[config.mk]
export PLATFORM = sky130hd
export DESIGN_NAME = imem_loader
export DESIGN_NICKNAME = d
export VERILOG_FILES = /design/src/rtl/imem_loader_pkg.sv /design/src/rtl/imem_word_packer.sv /design/src/rtl/imem_loader.sv
export SDC_FILE = /design/constraint.sdc
export NUM_CORES = 1
export LEC_CHECK = 0
export CAP_MARGIN = 10
export CORE_MARGIN = 1.5
export CORE_UTILIZATION = 53
export CTS_CLUSTER_DIAMETER = 100
export DETAILED_ROUTE_END_ITERATION = 12
export GPL_TIMING_DRIVEN = 0
export PLACE_DENSITY = 0.77
export SYNTH_ARGS = -nofsm -noshare
export SYNTH_HDL_FRONTEND = slang
export SYNTH_SLANG_ARGS = --single-unit
[constraint.sdc]
create_clock -name clk -period 2.15 [get_ports clk]
set_input_delay 0.215 -clock clk [delete_from_list [all_inputs] [get_ports clk]]
set_output_delay 0.215 -clock clk [all_outputs]
set_load 0.05 [all_outputs]
[src/rtl/imem_loader_pkg.sv]
// Shared constants for the instruction-memory boot loader: memory map and FSM encodings.
package imem_loader_pkg;

  localparam logic [7:0] RESET_PC = 8'h20;
  localparam logic [7:0] HALT_PC  = 8'hF0;

  // Largest image that still ends below the halt address.
  localparam int unsigned LOADER_MAX_WORDS = 32'((HALT_PC - RESET_PC) >> 2);

  localparam int unsigned STATE_W = 3;
  localparam logic [2:0] ST_IDLE = 3'd0;
  localparam logic [2:0] ST_DATA = 3'd1;
  localparam logic [2:0] ST_CSUM = 3'd2;
  localparam logic [2:0] ST_RUN  = 3'd3;
  localparam logic [2:0] ST_ERR  = 3'd4;

endpackage

[src/rtl/imem_word_packer.sv]
// Packs accepted bytes little-endian into 32-bit words; word_valid pulses the cycle after lane 3.
module imem_word_packer (
  input  logic        clk,
  input  logic        rst,
  input  logic        byte_valid,
  input  logic [7:0]  byte_data,
  output logic [1:0]  byte_idx,
  output logic        word_valid,
  output logic [31:0] word
);

  logic [23:0] lanes;

  always_ff @(posedge clk) begin
    if (rst) begin
      byte_idx   <= 2'd0;
      lanes      <= 24'd0;
      word_valid <= 1'b0;
      word       <= 32'd0;
    end else begin
      word_valid <= 1'b0;
      if (byte_valid) begin
        byte_idx <= byte_idx + 2'd1;
        case (byte_idx)
          2'd0:    lanes[7:0]   <= byte_data;
          2'd1:    lanes[15:8]  <= byte_data;
          2'd2:    lanes[23:16] <= byte_data;
          default: begin
            word       <= {byte_data, lanes};
            word_valid <= 1'b1;
          end
        endcase
      end
    end
  end

endmodule

[src/rtl/imem_loader.sv]
// Boot loader: receives a LEN/DATA/CSUM byte frame, writes words to instruction memory,
// and releases the core from reset only after the checksum matches.
module imem_loader
  import imem_loader_pkg::*;
#(
  parameter logic [7:0]  BASE_ADDR = RESET_PC,
  parameter int unsigned MAX_WORDS = LOADER_MAX_WORDS
) (
  input  logic        clk,
  input  logic        rst,
  input  logic        in_valid,
  input  logic [7:0]  in_data,
  output logic        in_ready,
  input  logic        run_hold,
  output logic        imem_we,
  output logic [7:0]  imem_addr,
  output logic [31:0] imem_wdata,
  output logic        core_rst,
  output logic        pc_en,
  output logic        busy,
  output logic        done,
  output logic        load_err,
  output logic [5:0]  words_loaded
);

  logic [STATE_W-1:0] state, state_nxt;
  logic [5:0]         len_q;
  logic [7:0]         sum;
  logic [1:0]         byte_idx;
  logic               accept, data_acc, last_lane, len_ok;

  assign accept    = in_valid && in_ready;
  assign data_acc  = accept && (state == ST_DATA);
  assign last_lane = data_acc && (byte_idx == 2'd3);
  assign len_ok    = (in_data != 8'd0) && (32'(in_data) <= MAX_WORDS);

  imem_word_packer u_packer (
    .clk        (clk),
    .rst        (rst),
    .byte_valid (data_acc),
    .byte_data  (in_data),
    .byte_idx   (byte_idx),
    .word_valid (imem_we),
    .word       (imem_wdata)
  );

  always_ff @(posedge clk) begin
    if (rst) state <= ST_IDLE;
    else     state <= state_nxt;
  end

  always_comb begin
    state_nxt = state;
    case (state)
      ST_IDLE: if (accept) state_nxt = len_ok ? ST_DATA : ST_ERR;
      ST_DATA: if (last_lane && (words_loaded + 6'd1 == len_q)) state_nxt = ST_CSUM;
      ST_CSUM: if (accept) state_nxt = (in_data == sum) ? ST_RUN : ST_ERR;
      ST_RUN:  state_nxt = ST_RUN;
      ST_ERR:  state_nxt = ST_ERR;
      default: state_nxt = ST_ERR;
    endcase
  end

  // Checksum, word count and write address; the address uses the pre-increment count.
  always_ff @(posedge clk) begin
    if (rst) begin
      len_q        <= 6'd0;
      sum          <= 8'd0;
      words_loaded <= 6'd0;
      imem_addr    <= BASE_ADDR;
    end else begin
      if ((state == ST_IDLE) && accept && len_ok) begin
        len_q        <= 6'(in_data);
        sum          <= 8'd0;
        words_loaded <= 6'd0;
      end
      if (data_acc) sum <= sum + in_data;
      if (last_lane) begin
        imem_addr    <= BASE_ADDR + {words_loaded, 2'b00};
        words_loaded <= words_loaded + 6'd1;
      end
    end
  end

  // Status and core control follow the next state so they settle with it.
  always_ff @(posedge clk) begin
    if (rst) begin
      in_ready <= 1'b1;
      busy     <= 1'b0;
      done     <= 1'b0;
      load_err <= 1'b0;
      core_rst <= 1'b1;
      pc_en    <= 1'b0;
    end else begin
      in_ready <= (state_nxt == ST_IDLE) || (state_nxt == ST_DATA) || (state_nxt == ST_CSUM);
      busy     <= (state_nxt == ST_DATA) || (state_nxt == ST_CSUM);
      done     <= (state_nxt == ST_RUN);
      load_err <= (state_nxt == ST_ERR);
      core_rst <= (state_nxt != ST_RUN);
      pc_en    <= (state_nxt == ST_RUN) && !run_hold;
    end
  end

endmodule

[Yosys cells after proc, flatten, opt, wreduce, memory -nomap -nowiden]
Cells that the tools add are included.
Cells by class
  $add $sub $neg: 4
  $lt $le $gt $ge: 1
  equal/unequal tests: 13
  muxes and demuxes: 11
  bitwise operators: 2
  reduce and logical (&&, ||, !) cells: 24
Operators by type and width (count)
  $mux 8: 2
  $mux 3: 5
  $eq 3x2->1 const B: 4
  $mux 6: 2
  $pmux 3 s4: 1
  $add 6x8->8 const A: 1
  $add 8x8->8: 1
  $eq 8x8->1: 1
  $le 8x6->1 const B: 1
  $logic_and 1x1->1: 8
  $reduce_and 2->1: 4
  $reduce_bool 8->1: 1
  $add 6x1->6 const B: 1
  $eq 3x1->1 const B: 2
  $eq 6x6->1: 1
  $logic_not 3->1: 2
  $eq 2x2->1 const B: 2
  $reduce_bool 2->1: 2
  $eq 3x3->1 const B: 1
  $logic_or 1x1->1: 3
  $ne 3x2->1 const B: 1
  $reduce_or 3->1: 1
  $add 2x1->2 const B: 1
  $eq 2x1->1 const B: 1
  other kinds (5): 6
Storage, ports and cells
  register bits after elaboration: 96
  input bits: 12
  output and inout port bits: 53
  word-level logic and storage cells: 72

[Depth between registers and ports, before layout]
  word-level depth: 9
  mapped depth: 8
  gate-level depth less buffers: 8

[Hierarchy]
Synthesis repeated with hierarchy kept, for this count alone.
Unflattened totals
  cells, all modules: 436
  area total of the unflattened synthesis: 4256.6 um^2
By module, submodules not included
  imem_word_packer: times used 1, cells an instance 210, area an instance 2364.8 um^2, sequential area each 1181.1 um^2
  imem_loader: times used 1, cells an instance 226, area an instance 1891.8 um^2, sequential area each 700.7 um^2

[Worst setup path before layout]
No wires, ideal clock.
  path type: reg-to-reg
  start: reg words_loaded[3]
  end: reg pc_en
  library setup time: 116 ps
  data arrival time: 2300 ps
  setup slack: -266 ps
  cell stages (with the launch flop): 8
  period minus slack after synthesis: 2416 ps
  cells stage by stage: dfxtp_1 -> ha_1 -> nand4_1 -> xnor2_1 -> nor4_4 -> a21boi_1 -> or3_1 -> and3b_1
Between the ends
  cells in the longest elaborated chain, start to end: 7
RTL lines
  start: declaration: line imem_loader.sv:23  | output logic [5:0] words_loaded
  start signal: assignment: line imem_loader.sv:80  | words_loaded <= words_loaded + 6'd1;
  $add 6x1->6: line imem_loader.sv:56  | ST_DATA: if (last_lane && (words_loaded + 6'd1 == len_q)) state_nxt = ST_CSUM;
  $eq 6x6->1: line imem_loader.sv:56
  $logic_and 1x1->1: line imem_loader.sv:56
  $mux 3: line imem_loader.sv:56
  $pmux 3 s4: line imem_loader.sv:54  | case (state)
  $eq 3x2->1: line imem_loader.sv:100  | pc_en <= (state_nxt == ST_RUN) && !run_hold;
  $logic_and 1x1->1: line imem_loader.sv:100
  end signal: assignment: line imem_loader.sv:100
  end: declaration: line imem_loader.sv:19  | output logic pc_en,
Every way passes these cells.
A chain may end at the register's enable or synchronous reset.

[Final worst setup path]
  start: reg words_loaded[0]
  end: reg pc_en
Same word-level chain as after synthesis.

==> results by group <==
Logic synthesis
  • FF+latch count, synth: 94
  • Primary FF master, synth: dfxtp_1
  • Area leader, netlist: dfxtp_1
  • Post-synthesis sequential area ratio: a little under half
  • Synth top cells by count: 118 x nand2_1, 94 x dfxtp_1, 81 x a21oi_1
  • Library cells used by synthesis: 42
  • FFs w/ async S/R, synth: 0%
  • Post-synth top area share: a little under half
  • YS warnings: 0
  • Top post-synthesis cells by area: dfxtp_1 48%, nand2_1 11%, a21oi_1 10%
  • Cells after synthesis: 481
  • Post-Syn Area: 0.003955 mm²
  • Syn Area/Cell: roughly 8.2 µm²
  • Most numerous cell in the Yosys netlist: nand2_1
  • Post-synth EDFFs: 0

Clock tree
  • Clock latency on the worst-skew pair: 370 ps
  • Hold_buf cts: 0
  • CTS tree: yes
  • Worst-path clk slew: 100 ps
  • CTS HTree Levels: 3
  • CTS Buf Count: 9
  • Root Driver: clkbuf_8
  • Clock Sinks: 94
  • Max Buffers Root-to-Sink: 2

STA
  • Worst rel slew slack: between 60% and 70%
  • Final setup fails: 0
  • Fin Clk Skew: roughly 10 ps
  • Setup ws final: 89.41 ps
  • Max Slew Vio Count: 0
  • Fmax: 485.3 MHz
  • Fin. Hold Viols: 0
  • Min cycle time layout: 2061 ps
  • Final period util: 95.84%
  • Slew @ Worst Pin: about 560 ps

Placement
  • Worst slack at placement: -525.0 ps
  • GPL Wtd Cong: 0.8767
  • Post-DP HPWL: 6546 µm
  • PortBufs: 61

Setup path
  • Endpoint class of the critical path: register
  • Startpoint types: register
  • Critical path's slowest cell: dfxtp_4
  • Crit path cell chain: ha_4, xnor2_1, nand2_1, nor4_4, a21boi_1, or3_4, and3b_1
  • Worst Path Arrival: 2330 ps
  • Crit-path max cell delay: 390 ps
  • R2r worst-path depth: 7
  • CP top delay family: simple AND/OR/NAND/NOR gates
  • CP bufs+invs: 0
  • Critical path depth in cells: 7
  • CP Max Fanout: 8
  • Required time worst endpoint: approximately 2400 ps
  • Crit path kind: reg -> reg

Cells and area
  • Layout area overhead: 25.53%
  • Fin nets: 586
  • Ant diodes: 0
  • Finished Core Util: 68.45%
  • Layout cells sized above 1: 7.624%
  • Fillers: between 600 and 700

Routing
  • DRT Pass-1 Iters: 4
  • Vias: 3609
  • Vias per Instance: 5.443
  • Routed WL per cell: 14.26 µm
  • DRT Wirelength: ~9500 µm
  • DR iter-0 viols: around 190
  • Antenna-violating nets left: 0
  • DRC viols: 0

Pwr
  • Leakage: 1.746 nW
  • Largest vdd supply drop: between 0.3 and 0.4 mV
  • Cell area power density: 625.5 mW/mm²

Worst hold path
  • Hold path depth: 3
  • Hold Path Class: in -> reg

Flow run
  • Max capacitance violation total: 0

Die
  • CORE AREA: 0.007253 mm²
  • Boundary Pins: 65
  • Row count: 31
  • Die span in y: 89.39 µm
  • Die area: 0.007990 mm²
  • Initial Util: between 50 and 60%
  • DIE WIDTH: ~89 µm

GRT
  • Grt ovf: 0
  • Initial antenna violation count: 0
  • First-pass GRT wire length: between 15000 and 20000 µm
  • Largest net degree at the start of global routing: 18
  • GRT Total Usage: between 20% and 30%
  • Vias in the first global route: 3213

Run status
  • Status: completed
per-stage QoR:
stage	hold WS [ps]	total power, mW	instances	setup TNS (ps)	area, µm²
finish	266.2	3.106	663	0	4965
global route	279.6	3.206	663	-112.0	4965
CTS	240.5	3.113	660	0	4902
detailed placement	446.1	2.004	642	-11690	4702
global placement	441.2	2.001	642	-10650	4702
floorplan	305.9	1.924	482	0	3968
metal layers:
metal	vias to the layer above	GRT usage (%)	wire (µm)
li1	1786	-	-
met1	1690	32.91	4303
met2	116	40.05	4385
met3	17	4.524	576
met4	0	10.91	190
met5	-	0	0
worst register-to-register path: cells and delay by family (launching register included):
kind | cells | cell delay (ps)
flops | 1 | 390
fa+ha+maj | 1 | 250
xor+xnor | 1 | 160
simple gates | 4 | 1010
compound gates | 1 | 170
flip-flops by register name, indices dropped and copies added, names as in the netlist:
| name | flops |
|---|---|
| u_packer.word | 32 |
| u_packer.lanes | 24 |
| sum | 8 |
| imem_addr | 6 |
| len_q | 6 |
| words_loaded | 6 |
| state | 3 |
| u_packer.byte_idx | 2 |
| busy | 1 |
| core_rst | 1 |
| done | 1 |
| in_ready | 1 |
| load_err | 1 |
| pc_en | 1 |
| u_packer.word_valid | 1 |
cell usage in the layout (no fill, tap or decap), types with 2 or more instances in the layout:
master             n
a211o_1            2
a211oi_1           2
a21boi_1           2
a21oi_1           80
and2_1             7
and3_1             3
buf_4              7
clkbuf_1          24
clkbuf_2           5
clkbuf_8          10
clkdlybuf4s50_1   56
clkinvlp_4         2
conb_1             2
dfxtp_1           88
dfxtp_2            3
dfxtp_4            3
dlygate4sd2_1      4
ha_1              11
ha_4               2
inv_1              5
inv_6              2
mux2i_1            6
nand2_1          118
nand3_1           38
nand3b_1           2
nand4_1            2
nand4b_1           2
nor2_1            22
nor3_1             7
nor4_1             2
nor4_4             2
o211ai_1           2
o21ai_0            2
o21ai_1            3
o21bai_1           2
or3_1              2
xnor2_1           10
xor2_1             4
final cells by class:
cell class              instances  area [µm²]  share of cell area [%]
well taps                      99       123.9                   2.495
clock inverters                 6       50.05                   1.008
repair buffers                 66       638.1                   12.85
clock buffers                  10       137.6                   2.772
inverters                       5       18.77                  0.3780
multi-input cells             353        1974                   39.77
flip-flops and latches         94        1897                   38.21
plain buffers                  30       125.1                   2.520
final timing paths:
kind                  endpoint  slack [ps]              from
min reg2reg   u_packer.word[3]         460  u_packer.word[3]
max                      pc_en          90   words_loaded[0]
min          u_packer.word[31]         270        in_data[7]
max reg2reg              pc_en          90   words_loaded[0]
report_power, final:
group | internal [mW] | total (mW) | switching, mW
clock | 0.469 | 1.14 | 0.667
combinational | 0.0700 | 0.209 | 0.139
sequential | 1.75 | 1.76 | 0.0117
cells by family after synthesis:
family | after synthesis | share of synthesized area [%]
adders and majority gates | 15 | 4.935
other | 1 | 0.09482
xor gates and xnor gates | 14 | 3.100
DFF | 94 | 47.58
AOI/OAI and AO/OA | 103 | 14.36
and+or+nand+nor | 213 | 24.90
buffers and inverters | 35 | 3.511
muxes | 6 | 1.519
repair_timing:
| item | CTS | global route |
|---|---|---|
| buffers inserted | 2 | 3 |
| resized for setup | 7 | 15 |
| setup endpoints to repair | 19 | 36 |
| pin swaps | 0 | 8 |
(Power assumes the default switching activity.)
